`config.mk`:
```
export PLATFORM = sky130hd
export DESIGN_NAME = rsp_s1_prep_mul_ctrl
export DESIGN_NICKNAME = d
export VERILOG_FILES = /design/src/rtl/rsp_s1_prep_mul_ctrl.sv
export SDC_FILE = /design/constraint.sdc
export NUM_CORES = 1
export LEC_CHECK = 0
export ABC_AREA = 1
export BUFFER_PORTS_ARGS = -buffer_cell sky130_fd_sc_hd__buf_2
export CAP_MARGIN = 25
export CORE_MARGIN = 10
export CORE_UTILIZATION = 55
export CTS_CLUSTER_DIAMETER = 200
export DETAILED_ROUTE_END_ITERATION = 6
export PLACE_DENSITY = 0.84
export SLEW_MARGIN = 20
export SYNTH_ARGS = -nofsm -noshare
export SYNTH_HDL_FRONTEND = slang
export SYNTH_SLANG_ARGS = --single-unit
```
`constraint.sdc`:
```
create_clock -name clk -period 2.97 [get_ports clk]
set_input_delay 0.297 -clock clk [delete_from_list [all_inputs] [get_ports clk]]
set_output_delay 0.297 -clock clk [all_outputs]
set_load 0.05 [all_outputs]
```
`src/rtl/rsp_s1_prep_mul_ctrl.sv`:
```
// Frame controller in front of a complex/real multiplier: issues len samples,
// collects len results, flags stray results and drain timeouts on a sticky error.
module rsp_s1_prep_mul_ctrl #(
  parameter int SAMPLE_WIDTH  = 32,
  parameter int TWIDDLE_WIDTH = 48,
  parameter int CNT_W         = 16,
  parameter int DRAIN_TO      = 16
) (
  input  logic                     clk,
  input  logic                     rst_n,
  input  logic                     i_start,
  input  logic                     i_cfg_mode,
  input  logic [CNT_W-1:0]         i_cfg_len,
  input  logic [SAMPLE_WIDTH-1:0]  s_x_data,
  input  logic [TWIDDLE_WIDTH-1:0] s_x_w,
  input  logic                     s_x_valid,
  output logic                     s_x_ready,
  output logic [SAMPLE_WIDTH-1:0]  o_mul_x0_data,
  output logic [TWIDDLE_WIDTH-1:0] o_mul_w,
  output logic                     o_mul_x0_valid,
  output logic                     o_mul_switch,
  input  logic [SAMPLE_WIDTH-1:0]  i_mul_y0,
  input  logic                     i_mul_y0_valid,
  output logic [SAMPLE_WIDTH-1:0]  m_y_data,
  output logic                     m_y_valid,
  output logic                     m_y_last,
  output logic                     o_busy,
  output logic                     o_done,
  output logic                     o_err
);

  localparam logic [1:0] IDLE  = 2'd0;
  localparam logic [1:0] RUN   = 2'd1;
  localparam logic [1:0] DRAIN = 2'd2;
  localparam logic [1:0] DONE  = 2'd3;

  localparam int WD_W = $clog2(DRAIN_TO + 1);
  localparam logic [WD_W-1:0]  WD_LAST = WD_W'(DRAIN_TO - 1);
  localparam logic [WD_W-1:0]  WD_ONE  = WD_W'(1);
  localparam logic [CNT_W-1:0] CNT_ONE = CNT_W'(1);

  logic [1:0]       state;
  logic [1:0]       state_nxt;
  logic             mode_q;
  logic [CNT_W-1:0] len_q;
  logic [CNT_W-1:0] issued_cnt;
  logic [CNT_W-1:0] recv_cnt;
  logic [WD_W-1:0]  wd_cnt;

  logic start_acc;
  logic x_acc;
  logic last_issue;
  logic y_window;
  logic y_ok;
  logic y_bad;
  logic last_recv;
  logic wd_expire;

  // Input handshake: a sample transfers on any cycle where s_x_valid and
  // s_x_ready are both high; valid may toggle freely, ready never waits on it.
  // The multiplier side and the m_y side carry no backpressure.
  assign s_x_ready  = (state == RUN) && (issued_cnt < len_q);
  assign x_acc      = s_x_valid && s_x_ready;
  assign last_issue = x_acc && ((issued_cnt + CNT_ONE) == len_q);
  assign start_acc  = (state == IDLE) && i_start;

  // A result is only legitimate while a frame is open and still owes results.
  assign y_window  = ((state == RUN) || (state == DRAIN)) && (recv_cnt != len_q);
  assign y_ok      = i_mul_y0_valid && y_window;
  assign y_bad     = i_mul_y0_valid && !y_window;
  assign last_recv = y_ok && ((recv_cnt + CNT_ONE) == len_q);
  assign wd_expire = (state == DRAIN) && !i_mul_y0_valid && (wd_cnt == WD_LAST);

  assign o_busy       = (state != IDLE);
  assign o_mul_switch = mode_q;

  always_comb begin
    state_nxt = state;
    case (state)
      IDLE:    if (i_start) state_nxt = (i_cfg_len != '0) ? RUN : DONE;
      RUN:     if (last_issue) state_nxt = DRAIN;
      DRAIN:   if (last_recv || wd_expire) state_nxt = DONE;
      DONE:    state_nxt = IDLE;
      default: state_nxt = IDLE;
    endcase
  end

  always_ff @(posedge clk or negedge rst_n) begin
    if (!rst_n) begin
      state      <= IDLE;
      mode_q     <= 1'b0;
      len_q      <= '0;
      issued_cnt <= '0;
      recv_cnt   <= '0;
      wd_cnt     <= '0;
      o_done     <= 1'b0;
      o_err      <= 1'b0;
    end else begin
      state  <= state_nxt;
      o_done <= (state == DONE);
      if (start_acc) begin
        mode_q     <= i_cfg_mode;
        len_q      <= i_cfg_len;
        issued_cnt <= '0;
        recv_cnt   <= '0;
      end else begin
        if (x_acc) issued_cnt <= issued_cnt + CNT_ONE;
        if (y_ok)  recv_cnt   <= recv_cnt + CNT_ONE;
      end
      // Watchdog counts consecutive result-free cycles, only while draining.
      if ((state != DRAIN) || i_mul_y0_valid) wd_cnt <= '0;
      else                                    wd_cnt <= wd_cnt + WD_ONE;
      if (y_bad || wd_expire) o_err <= 1'b1;
      else if (start_acc)     o_err <= 1'b0;
    end
  end

  always_ff @(posedge clk or negedge rst_n) begin
    if (!rst_n) begin
      o_mul_x0_data  <= '0;
      o_mul_w        <= '0;
      o_mul_x0_valid <= 1'b0;
      m_y_data       <= '0;
      m_y_valid      <= 1'b0;
      m_y_last       <= 1'b0;
    end else begin
      o_mul_x0_valid <= x_acc;
      if (x_acc) begin
        o_mul_x0_data <= s_x_data;
        o_mul_w       <= s_x_w;
      end
      m_y_valid <= y_ok;
      m_y_last  <= last_recv;
      if (y_ok) m_y_data <= i_mul_y0;
    end
  end

endmodule
```
### After elaboration in Yosys (flattened, before gate mapping)

Index checks and enable logic that the tools add are counted.

| cells by class | value |
|---|---|
| reductions and logical operators | 23 |
| equal/unequal tests | 11 |
| order comparisons | 1 |
| add/subtract/negate cells | 3 |
| muxes and demuxes | 12 |

Operator list:

| kind | count |
|---|---|
| $mux 16 | 4 |
| $add 16x1->16 const B | 2 |
| $eq 16x16->1 | 2 |
| $lt 16x16->1 | 1 |
| $ne 16x16->1 | 1 |
| $reduce_bool 16->1 | 1 |
| $logic_and 1x1->1 | 10 |
| $mux 2 | 4 |
| $pmux 2 s4 | 1 |
| $reduce_bool 2->1 | 4 |
| $ne 2x2->1 const B | 3 |
| $add 5x1->5 const B | 1 |
| $eq 5x4->1 const B | 1 |
| $mux 5 | 1 |
| $eq 2x2->1 const B | 2 |
| $logic_or 1x1->1 | 4 |
| $reduce_and 3->1 | 1 |
| $eq 2x1->1 const B | 1 |
| $logic_not 1->1 | 2 |
| $logic_not 2->1 | 1 |
| $mux 1 | 2 |
| $ne 2x1->1 const B | 1 |

| storage, ports and cells | value |
|---|---|
| bits in registers | 173 |
| output and inout port bits | 120 |
| input port bits | 134 |

### Longest topological paths before layout

Gate-level depths: netlist of the first run.

| depth | value |
|---|---|
| depth in word-level cells | 8 |
| mapped depth | 17 |

### Worst setup path before layout of the first run

OpenSTA, ideal clock, no wires.

| path | value |
|---|---|
| kind | reg2reg |
| from | register len_q[1] |
| to | register issued_cnt[10] |
| slack | 1.006 ns |
| path buffers | 1 |
| setup time | 0.138 ns |
| cell stages (with the launch flop) | 16 |
| arrival | 1.826 ns |
| cell sequence | dfrtp_1 > inv_1 > ha_1 > inv_1 > nor2_1 > o21bai_1 > nand2_1 > nand2_1 > nand2_1 > nand2_1 > nand3_1 > nor2_1 > inv_1 > nand2_1 > buf_1 > o22ai_1 |

| between the ends | value |
|---|---|
| longest elaborated chain between the ends | 4 |

Ends and longest elaborated chain:

| element | RTL line | RTL |
|---|---|---|
| from (decl) | 45 | `logic [CNT_W-1:0] len_q;` |
| from (signal assigned) | 103 | `len_q <= i_cfg_len;` |
| $lt 16x16->1 | 62 | `assign s_x_ready = (state == RUN) && (issued_cnt < len_q);` |
| $logic_and 1x1->1 | 62 |  |
| $logic_and 1x1->1 | 63 | `assign x_acc = s_x_valid && s_x_ready;` |
| $reduce_bool 2->1 (no source line) | n/a |  |
| to (signal assigned) | 107 | `if (x_acc) issued_cnt <= issued_cnt + CNT_ONE;` |
| to (decl) | 46 | `logic [CNT_W-1:0] issued_cnt;` |

Every way passes these cells.
A chain may end at the register's enable or synchronous reset.

### Worst setup path after layout of the first run

| path | value |
|---|---|
| from | register len_q[1] |
| to | output port s_x_ready |

| between the ends | value |
|---|---|
| longest elaborated chain between the ends | 2 |

Ends and longest elaborated chain:

| element | RTL line | RTL |
|---|---|---|
| $lt 16x16->1 | 62 |  |
| $logic_and 1x1->1 | 62 |  |
| to (decl) | 17 | `output logic s_x_ready,` |

Every way passes these cells.

==> impl_metrics.json, run 1 <==
{
  "cp.arrival_ns": 2.24,
  "clk_pin_slew_ns": 0.07,
  "viasPerCell": 5.16,
  "yosysWarnings": 0,
  "routed-via-count": 7985,
  "avgRoutedWirePerCell_um": 16.2,
  "leakage_nw": 5.99,
  "cts_resized": 0,
  "initial_core_util": 0.562,
  "drc": 0,
  "hold_violations": 0,
  "clock_sinks": 173,
  "power_frac_comb": 0.509,
  "ys_ff_latch": 173,
  "finalPower_w": 0.0126,
  "p_clk_frac": 0.191,
  "antenna_found_initial": 0,
  "grt_max_degree": 83,
  "final_common_cell": "nand2_1",
  "ys_seq_area_frac": 0.507,
  "cp_max_fo": 5,
  "reg2reg_from": "len_q[1]$_DFFE_PN0P_",
  "clk_latency_ns": 0.43,
  "peakVddDrop_uv": 811,
  "h-tree-depth": 4,
  "endpoint_kind": "output port",
  "overflow": 0,
  "seq_power_share": 0.300,
  "dp_hpwl_um": 19000,
  "ctsLongestPathBuffers": 2,
  "status": "completed",
  "finalSetupViolations": 0,
  "synthDistinctLibCells": 38,
  "grt_first_pass_wirelength_um": 39300,
  "antennaDiodeCount": 0,
  "grt_usage": 0.237,
  "utilization": 0.701,
  "synth-main-ff-cell": "dfrtp_1",
  "power.switching_w": 0.00639,
  "die_w_um": 145,
  "grt_pass1_vias": 7897,
  "dp_cells": 1515,
  "port_buffers": 253,
  "synth_area_per_cell_um2": 7.80,
  "synthesis.area_mm2": 0.00855,
  "period_share": 0.854,
  "final.setup.tns_ns": 0,
  "crit_type": "flop to output port",
  "cts_post_setup_buffers_inserted": 0,
  "gp_congestion": 0.952,
  "rr_worst_depth": 15,
  "dieArea_mm2": 0.0209,
  "pre_cts_slack_ns": 0.468,
  "fillerInstances": 1225,
  "swShare": 0.507,
  "clock-root-buffer": "clkbuf_16",
  "max_freq_mhz": 394,
  "core_area_mm2": 0.0152,
  "cap_viol_max_count": 0,
  "syn2layout_area_growth_pct": 24.7,
  "reg2reg_slack_ns": 0.44,
  "finalCriticalPeriod_ns": 2.54,
  "drive_above_1_share": 0.242,
  "internal_power_w": 0.00620,
  "drt_iter0_markers": 676,
  "finalNonFillerCells": 1548,
  "r2r_end": "issued_cnt[8]$_DFFE_PN0P_",
  "rsz0062_at_grt": "false",
  "synth_edf_count": 0,
  "wirelength_um": 25100,
  "hold_path.class": "input pin to flop",
  "synth_nets": 1254,
  "cp-endpoint": "s_x_ready",
  "hold_path.startpoint": "i_cfg_mode",
  "placementRows": 45,
  "ant_nets": 0,
  "dr.pass1.iters": 5,
  "fin_nets": 1506,
  "worst_setup_path_start_kind": "flop",
  "io_pins": 254,
  "async_reset_ff_frac": 1.00,
  "power.density_mw_per_mm2": 1180,
  "cts_hold_buf": 1,
  "cts_buffers": 17,
  "slew_viol_final": 0,
  "synth_cells": 1095,
  "required_ns": 2.67,
  "cts_tree": "built",
  "slew_headroom": 0.518,
  "fin_skew_ns": 0.0113,
  "startpoint": "len_q[1]$_DFFE_PN0P_",
  "tightest_slew_ns": 0.717,
  "die_y_um": 145,
  "final_cell_mix": "539 x nand2_1, 252 x buf_2, 173 x dfrtp_1",
  "setup_ws_ns": 0.434
}
[per-layer routing]
metal	wire length, µm	GRT usage
met1	10200	0.291
met2	12100	0.388
met3	2020	0.0610
met4	785	0.102
met5	0	0
[worst min-delay path by stage]
| stage | cells after the start | slack [ns] | end |
|---|---|---|---|
| after floorplan | 0 | 0.001 | issued_cnt[0]$_DFFE_PN0P_ |
| after global placement | 1 | 0.29 | m_y_data[10]$_DFFE_PN0P_ |
| after detailed placement | 1 | 0.30 | m_y_data[10]$_DFFE_PN0P_ |
| after CTS | 3 | 0.05 | m_y_data[6]$_DFFE_PN0P_ |
| after global routing | 3 | 0.05 | o_mul_w[9]$_DFFE_PN0P_ |
| final | 3 | 0.06 | o_mul_switch$_DFFE_PN0P_ |
[power groups by stage]
stage / Sequential, W / Combinational [W] / Clock, W
2_1_floorplan: 0.00630 / 0.00219 / 0
5_1_grt: 0.00389 / 0.00693 / 0.00254
4_1_cts: 0.00376 / 0.00645 / 0.00244
6_report: 0.00377 / 0.00641 / 0.00240
3_5_place_dp: 0.00377 / 0.00641 / 0
3_3_place_gp: 0.00375 / 0.00628 / 0
[cell families after synthesis]
family | after synthesis | synth area share
AND/OR/NAND/NOR | 695 | 0.333
flip-flops | 173 | 0.507
buffers and inverters | 119 | 0.0581
AO/OA/AOI/OAI | 64 | 0.0430
adder cells (fa/ha/maj) | 25 | 0.0366
XOR/XNOR | 18 | 0.0217
multiplexers | 1 | 0.00117
[final cells by class]
type,instances,area [µm²],area share
Timing Repair Buffer,267,1410,0.132
Tap cell,188,235,0.0221
Inverter,85,320,0.0301
Clock buffer,20,457,0.0428
Clock inverter,12,185,0.0174
Multi-Input combinational cell,803,3730,0.350
Sequential cell,173,4330,0.406
[per-stage QoR]
stage	area, µm²	hold slack (ns)
finish	10700	0.0568
global route	10700	0.0525
CTS	10700	0.0499
detailed placement	10000	0.303
global placement	10000	0.293
floorplan	8550	0.00141
[cells in the mapped netlist (5+ instances only)]
| library cell | n | area share |
|---|---|---|
| a21oi_1 | 8 | 0.0047 |
| buf_2 | 21 | 0.012 |
| clkbuf_1 | 6 | 0.0026 |
| dfrtp_1 | 173 | 0.51 |
| ha_1 | 25 | 0.037 |
| inv_1 | 84 | 0.037 |
| nand2_1 | 539 | 0.24 |
| nand2_2 | 5 | 0.0037 |
| nand3_1 | 45 | 0.026 |
| nand4_1 | 8 | 0.0059 |
| nor2_1 | 62 | 0.027 |
| nor2_2 | 8 | 0.0059 |
| nor3_1 | 6 | 0.0035 |
| nor4_1 | 5 | 0.0037 |
| o21ai_0 | 30 | 0.018 |
| o22ai_1 | 18 | 0.013 |
| xor2_1 | 13 | 0.013 |
[flip-flops by register name, indices dropped and copies added (netlist names)]
signal,cells
o_mul_w,48
m_y_data,32
o_mul_x0_data,32
issued_cnt,16
len_q,16
recv_cnt,16
wd_cnt,5
state,2
m_y_last,1
m_y_valid,1
o_done,1
o_err,1
o_mul_switch,1
o_mul_x0_valid,1
[critical path: stages (launching register included)]
cell      delay [ns]
dfrtp_1         0.41
inv_1           0.12
ha_1            0.31
inv_1           0.06
nor2_1          0.03
o21bai_1        0.11
nand2_1         0.07
nand2_1         0.06
nand2_1         0.07
nand2_1         0.07
nand3_1         0.14
inv_1           0.08
buf_2           0.28
No activity file was read; power rests on OpenSTA's default activity.
==> inputs of run 2 (changes only) <==
--- a/config.mk
+++ b/config.mk
@@ -10,8 +10,8 @@
 export CAP_MARGIN = 25
 export CORE_MARGIN = 10
-export CORE_UTILIZATION = 55
+export CORE_UTILIZATION = 52
 export CTS_CLUSTER_DIAMETER = 200
 export DETAILED_ROUTE_END_ITERATION = 6
-export PLACE_DENSITY = 0.84
+export PLACE_DENSITY = 0.8
 export SLEW_MARGIN = 20
 export SYNTH_ARGS = -nofsm -noshare
==> constraint.sdc (replaced) <==
create_clock -name clk -period 2.97 [get_ports clk]
set_input_delay 0.297 -clock clk [delete_from_list [all_inputs] [get_ports clk]]
set_output_delay 0.297 -clock clk [all_outputs]
set_load 0.005 [all_outputs]
==> run 2 against run 1 <==
  * Power fell by 23%
  * Hold slack got worse by 0.0090 ns
  * Cell count rose by 1.7%
  * Critical path depth fell by 2
  * Sequential power barely moved
  * Cell area fell by 0.58%
  * Count of clock-buffer cells in the layout fell by 3
  * Sequential share of layout area rose by 0.23 points
  * Non-clock buffer count fell by 2
  * Via count fell by 0.88%
  * Sequential cell count did not move
==> impl_metrics.json, run 2 (synthesized netlist as in run 1, its figures left out) <==
{
  "status": "completed",
  "hold_violations": 0,
  "drive_above_1_share": 0.242,
  "power.density_mw_per_mm2": 912,
  "cp.arrival_ns": 2.79,
  "io_pins": 254,
  "power.switching_w": 0.00386,
  "cts_tree": "built",
  "grt_first_pass_wirelength_um": 39200,
  "final.setup.tns_ns": 0,
  "final_common_cell": "nand2_1",
  "clock_sinks": 173,
  "endpoint_kind": "flop",
  "fin_nets": 1504,
  "seq_power_share": 0.389,
  "utilization": 0.662,
  "max_freq_mhz": 399,
  "viasPerCell": 5.03,
  "finalSetupViolations": 0,
  "pre_cts_slack_ns": 0.569,
  "grt_pass1_vias": 7680,
  "gp_congestion": 0.952,
  "h-tree-depth": 4,
  "initial_core_util": 0.534,
  "power_frac_comb": 0.388,
  "die_y_um": 148,
  "cts_resized": 0,
  "clk_latency_ns": 0.44,
  "overflow": 0,
  "crit_type": "flop to flop",
  "ctsLongestPathBuffers": 2,
  "internal_power_w": 0.00581,
  "fin_skew_ns": 0.0152,
  "dp_hpwl_um": 18900,
  "required_ns": 3.25,
  "largest_register_ffs": 48,
  "port_buffers": 253,
  "ant_nets": 0,
  "wirelength_um": 24500,
  "swShare": 0.399,
  "slew_viol_final": 0,
  "largest_register": "o_mul_w",
  "core_area_mm2": 0.0160,
  "reg_top3": "o_mul_w: 48 flops, m_y_data: 32 flops, o_mul_x0_data: 32 flops",
  "placementRows": 46,
  "setup_ws_ns": 0.462,
  "placed_area_mm2": 0.0100,
  "hold_path.class": "input pin to flop",
  "fin_area_mm2": 0.0106,
  "tightest_slew_ns": 0.634,
  "drc": 0,
  "cp_max_fo": 14,
  "worst_setup_path_start_kind": "flop",
  "drt_iter0_markers": 548,
  "dr.pass1.iters": 5,
  "clk_pin_slew_ns": 0.08,
  "leakage_nw": 5.95,
  "finalCriticalPeriod_ns": 2.51,
  "die_w_um": 148,
  "routed-via-count": 7915,
  "period_share": 0.845,
  "dieArea_mm2": 0.0220,
  "cts_buffers": 17,
  "grt_usage": 0.220,
  "syn2layout_area_growth_pct": 24.0,
  "avgRoutedWirePerCell_um": 15.6,
  "p_clk_frac": 0.223,
  "rsz0062_at_grt": "false",
  "antenna_found_initial": 1,
  "grt_max_degree": 71,
  "peakVddDrop_uv": 544,
  "final_cell_mix": "539 x nand2_1, 252 x buf_2, 173 x dfrtp_1",
  "slew_headroom": 0.577,
  "cap_viol_max_count": 0,
  "clock-root-buffer": "clkbuf_16"
}
==> run 2: metrics by stage <==
step                      power, W  hold slack (ns)  cells
after floorplan            0.00596          0.00141   1095
after global placement     0.00743            0.342   1541
after detailed placement   0.00756            0.340   1541
after CTS                  0.00975           0.0382   1574
after global routing        0.0105           0.0450   1575
final                      0.00967           0.0479   1575
==> run 2: power groups by stage <==
stage               sequential, W  clock [W]  combinational (W)
floorplan                 0.00381          0            0.00215
global placement          0.00376          0            0.00367
detailed placement        0.00378          0            0.00378
CTS                       0.00376    0.00220            0.00379
global route              0.00388    0.00229            0.00429
finish                    0.00376    0.00216            0.00375
==> run 2: cell type report <==
class	count	area, µm²
antenna	1	2.50
inverter	85	320
multi-input combinational	803	3730
clock inverter	15	145
tap	216	270
clock buffer	17	425
fill	1358	5400
timing repair buffer	265	1380
sequential	173	4330
==> run 2: final timing paths <==
| path | startpoint | to | slack, ns | cells after the start |
|---|---|---|---|---|
| hold / removal | s_x_data[31] | o_mul_x0_data[31]$_DFFE_PN0P_ | 0.05 | 3 |
| hold reg to reg | wd_cnt[0]$_DFF_PN0_ | wd_cnt[0]$_DFF_PN0_ | 0.46 | 1 |
| setup / recovery | len_q[9]$_DFFE_PN0P_ | issued_cnt[9]$_DFFE_PN0P_ | 0.46 | 10 |
| min in group asynchronous | rst_n | m_y_data[2]$_DFFE_PN0P_ | 0.44 | 2 |
| setup reg to reg | len_q[9]$_DFFE_PN0P_ | issued_cnt[9]$_DFFE_PN0P_ | 0.46 | 10 |
| max in group asynchronous | rst_n | o_mul_w[3]$_DFFE_PN0P_ | 1.72 | 3 |
==> run 2: repair_timing <==
item / in CTS / in global routing
hold endpoints to repair: 67 / 0
hold buffers: 1 / 0
setup buffers: 0 / 0
==> run 2: critical path: stages (launching register included) <==
cell     delay (ns)
dfrtp_1        0.42
inv_1          0.14
ha_1           0.34
a21oi_1        0.12
o21ai_0        0.12
a21oi_1        0.20
nand3_1        0.18
nor2_4         0.18
inv_2          0.06
nand2_1        0.43
o22ai_1        0.16
==> run 2: metal layers <==
metal / share of wire / vias to the layer above / track usage
met5: 0 / - / 0
met4: 0.042 / 0 / 0.110
met3: 0.083 / 61 / 0.0667
met2: 0.46 / 342 / 0.345
met1: 0.41 / 3591 / 0.271
li1: - / 3921 / -
==> inputs of run 3 (changes only) <==
clock period = 2.65 ns   (was 2.97 ns; I/O delays follow)
==> run 3 against run 2 <==
  * Clock power grew 10%
  * Setup slack worse by 0.26 ns
  * Via count rose by 0.37%
  * Critical endpoint unchanged
  * Largest power group is now combinational cells
==> impl_metrics.json, run 3 (synthesized netlist as in run 1, its figures left out) <==
{
  "status": "completed",
  "wirelength_um": 24700,
  "cts_hold_buf": 1,
  "grtUsageMet2": 0.365,
  "pre_cts_slack_ns": 0.280,
  "crit_family": "simple AND/OR/NAND/NOR gates",
  "grt_usage": 0.223,
  "grtUsageMet1": 0.261,
  "h-tree-depth": 4,
  "die_w_um": 148,
  "crit_type": "flop to flop",
  "hold_violations": 0,
  "fillerInstances": 1380,
  "period_share": 0.924,
  "setup_ws_ns": 0.201,
  "slew_headroom": 0.559,
  "cp_cell_sequence": "inv_1, ha_1, nand2_1, inv_1, nor2_1, o21a_1, nand2_1, nand2_1, nand3_1, nor2_4, inv_2, nand2_1, o22ai_1",
  "antenna_found_initial": 2,
  "overflow": 0,
  "cts_buffers": 17,
  "dr.pass1.iters": 5,
  "finalCriticalPeriod_ns": 2.45,
  "dp_cells": 1539,
  "tightest_slew_ns": 0.662,
  "finalSetupViolations": 0,
  "clock-root-buffer": "clkbuf_16",
  "dp_hpwl_um": 18800,
  "final_common_cell": "nand2_1",
  "clk_latency_ns": 0.44,
  "endpoint_kind": "flop",
  "cp.arrival_ns": 2.73,
  "slew_viol_final": 0,
  "core_area_mm2": 0.0160,
  "viasPerCell": 5.04,
  "ant_nets": 0,
  "syn2layout_area_growth_pct": 24.2,
  "cts_post_setup_buffers_inserted": 0,
  "busiest_layer": "met2",
  "max_stage_delay_ns": 0.42,
  "cp_common_cell": "nand2_1",
  "avgRoutedWirePerCell_um": 15.7,
  "cts_resized": 0,
  "grt_first_pass_wirelength_um": 39800,
  "finalNonFillerCells": 1575,
  "clk_pin_slew_ns": 0.07,
  "rsz0062_at_grt": "false",
  "cp_max_fo": 14,
  "placed_area_mm2": 0.0100,
  "drt_iter0_markers": 627,
  "fin_area_mm2": 0.0106,
  "routed-via-count": 7944,
  "drc": 0,
  "final.setup.tns_ns": 0,
  "peakVddDrop_uv": 538,
  "grt_max_degree": 83,
  "initial_core_util": 0.534,
  "slowest_stage": "dfrtp_1",
  "fin_nets": 1502,
  "critical_path_buf_inv_count": 3,
  "leakage_nw": 5.95,
  "placementRows": 46,
  "worst_setup_path_start_kind": "flop",
  "fin_skew_ns": 0.0107,
  "final_cell_mix": "539 x nand2_1, 252 x buf_2, 173 x dfrtp_1",
  "ctsLongestPathBuffers": 2,
  "io_pins": 254,
  "gp_congestion": 0.945,
  "required_ns": 2.93,
  "max_freq_mhz": 408,
  "utilization": 0.663,
  "dieArea_mm2": 0.0220,
  "reg_top3": "o_mul_w: 48 flops, m_y_data: 32 flops, o_mul_x0_data: 32 flops",
  "cap_viol_max_count": 0,
  "largest_register_ffs": 48,
  "largest_register": "o_mul_w",
  "hold_path.class": "input pin to flop",
  "power.density_mw_per_mm2": 1020,
  "cts_tree": "built",
  "port_buffers": 253,
  "clock_sinks": 173,
  "grt_pass1_vias": 7915,
  "use_met3": 0.0731,
  "drive_above_1_share": 0.240,
  "die_y_um": 148
}
[run 3: changes by cell type in the layout (fill, tap and decap cells not counted), moves of 2 or more]
cell	previous run	this run
buf_12	1	4
buf_4	10	5
clkinv_4	3	0
diode_2	1	3
[run 3: worst paths after layout]
check / start / depth (start not counted) / to / slack, ns
min in group asynchronous: rst_n / 2 / m_y_data[10]$_DFFE_PN0P_ / 0.42
max in group asynchronous: rst_n / 3 / o_mul_w[12]$_DFFE_PN0P_ / 1.53
worst min register to register: wd_cnt[0]$_DFF_PN0_ / 1 / wd_cnt[0]$_DFF_PN0_ / 0.46
worst min-delay path: s_x_data[12] / 3 / o_mul_x0_data[12]$_DFFE_PN0P_ / 0.02
worst max-delay path: len_q[7]$_DFFE_PN0P_ / 13 / issued_cnt[9]$_DFFE_PN0P_ / 0.20
worst max register to register: len_q[7]$_DFFE_PN0P_ / 13 / issued_cnt[9]$_DFFE_PN0P_ / 0.20
[run 3: routing by layer]
layer  share of wire  vias to the layer above
met4           0.033                        0
met2            0.48                      310
met3           0.088                       59
li1                -                     3908
met1            0.40                     3667
met5               0                        -
[run 3: metrics by stage]
step | hold WS (ns) | power [W]
2_1_floorplan | -0.0306 | 0.00668
3_3_place_gp | 0.317 | 0.00834
3_5_place_dp | 0.318 | 0.00850
4_1_cts | 0.00733 | 0.0109
5_1_grt | 0.0212 | 0.0117
6_report | 0.0192 | 0.0108
[run 3: area by class of cell]
class	count	area (µm²)	area share
Inverter	85	320	0.0302
Clock buffer	18	429	0.0404
Antenna cell	3	7.51	0.000707
Clock inverter	14	129	0.0121
Timing Repair Buffer	263	1400	0.132
Sequential cell	173	4330	0.408
Tap cell	216	270	0.0255
Multi-Input combinational cell	803	3730	0.351
[run 3: worst reg2reg max path, stage by stage (launching register included)]
cell	delay (ns)
dfrtp_1	0.42
inv_1	0.15
ha_1	0.34
nand2_1	0.07
inv_1	0.03
nor2_1	0.08
o21a_1	0.12
nand2_1	0.08
nand2_1	0.08
nand3_1	0.13
nor2_4	0.19
inv_2	0.08
nand2_1	0.37
o22ai_1	0.17
[run 3: power breakdown]
| part | internal (W) | leakage (nW) | total, W | switching [W] |
|---|---|---|---|---|
| sequential | 0.00363 | 2.21 | 0.00422 | 0.000586 |
| combinational | 0.00164 | 3.47 | 0.00423 | 0.00259 |
| clock | 0.00124 | 0.268 | 0.00238 | 0.00114 |
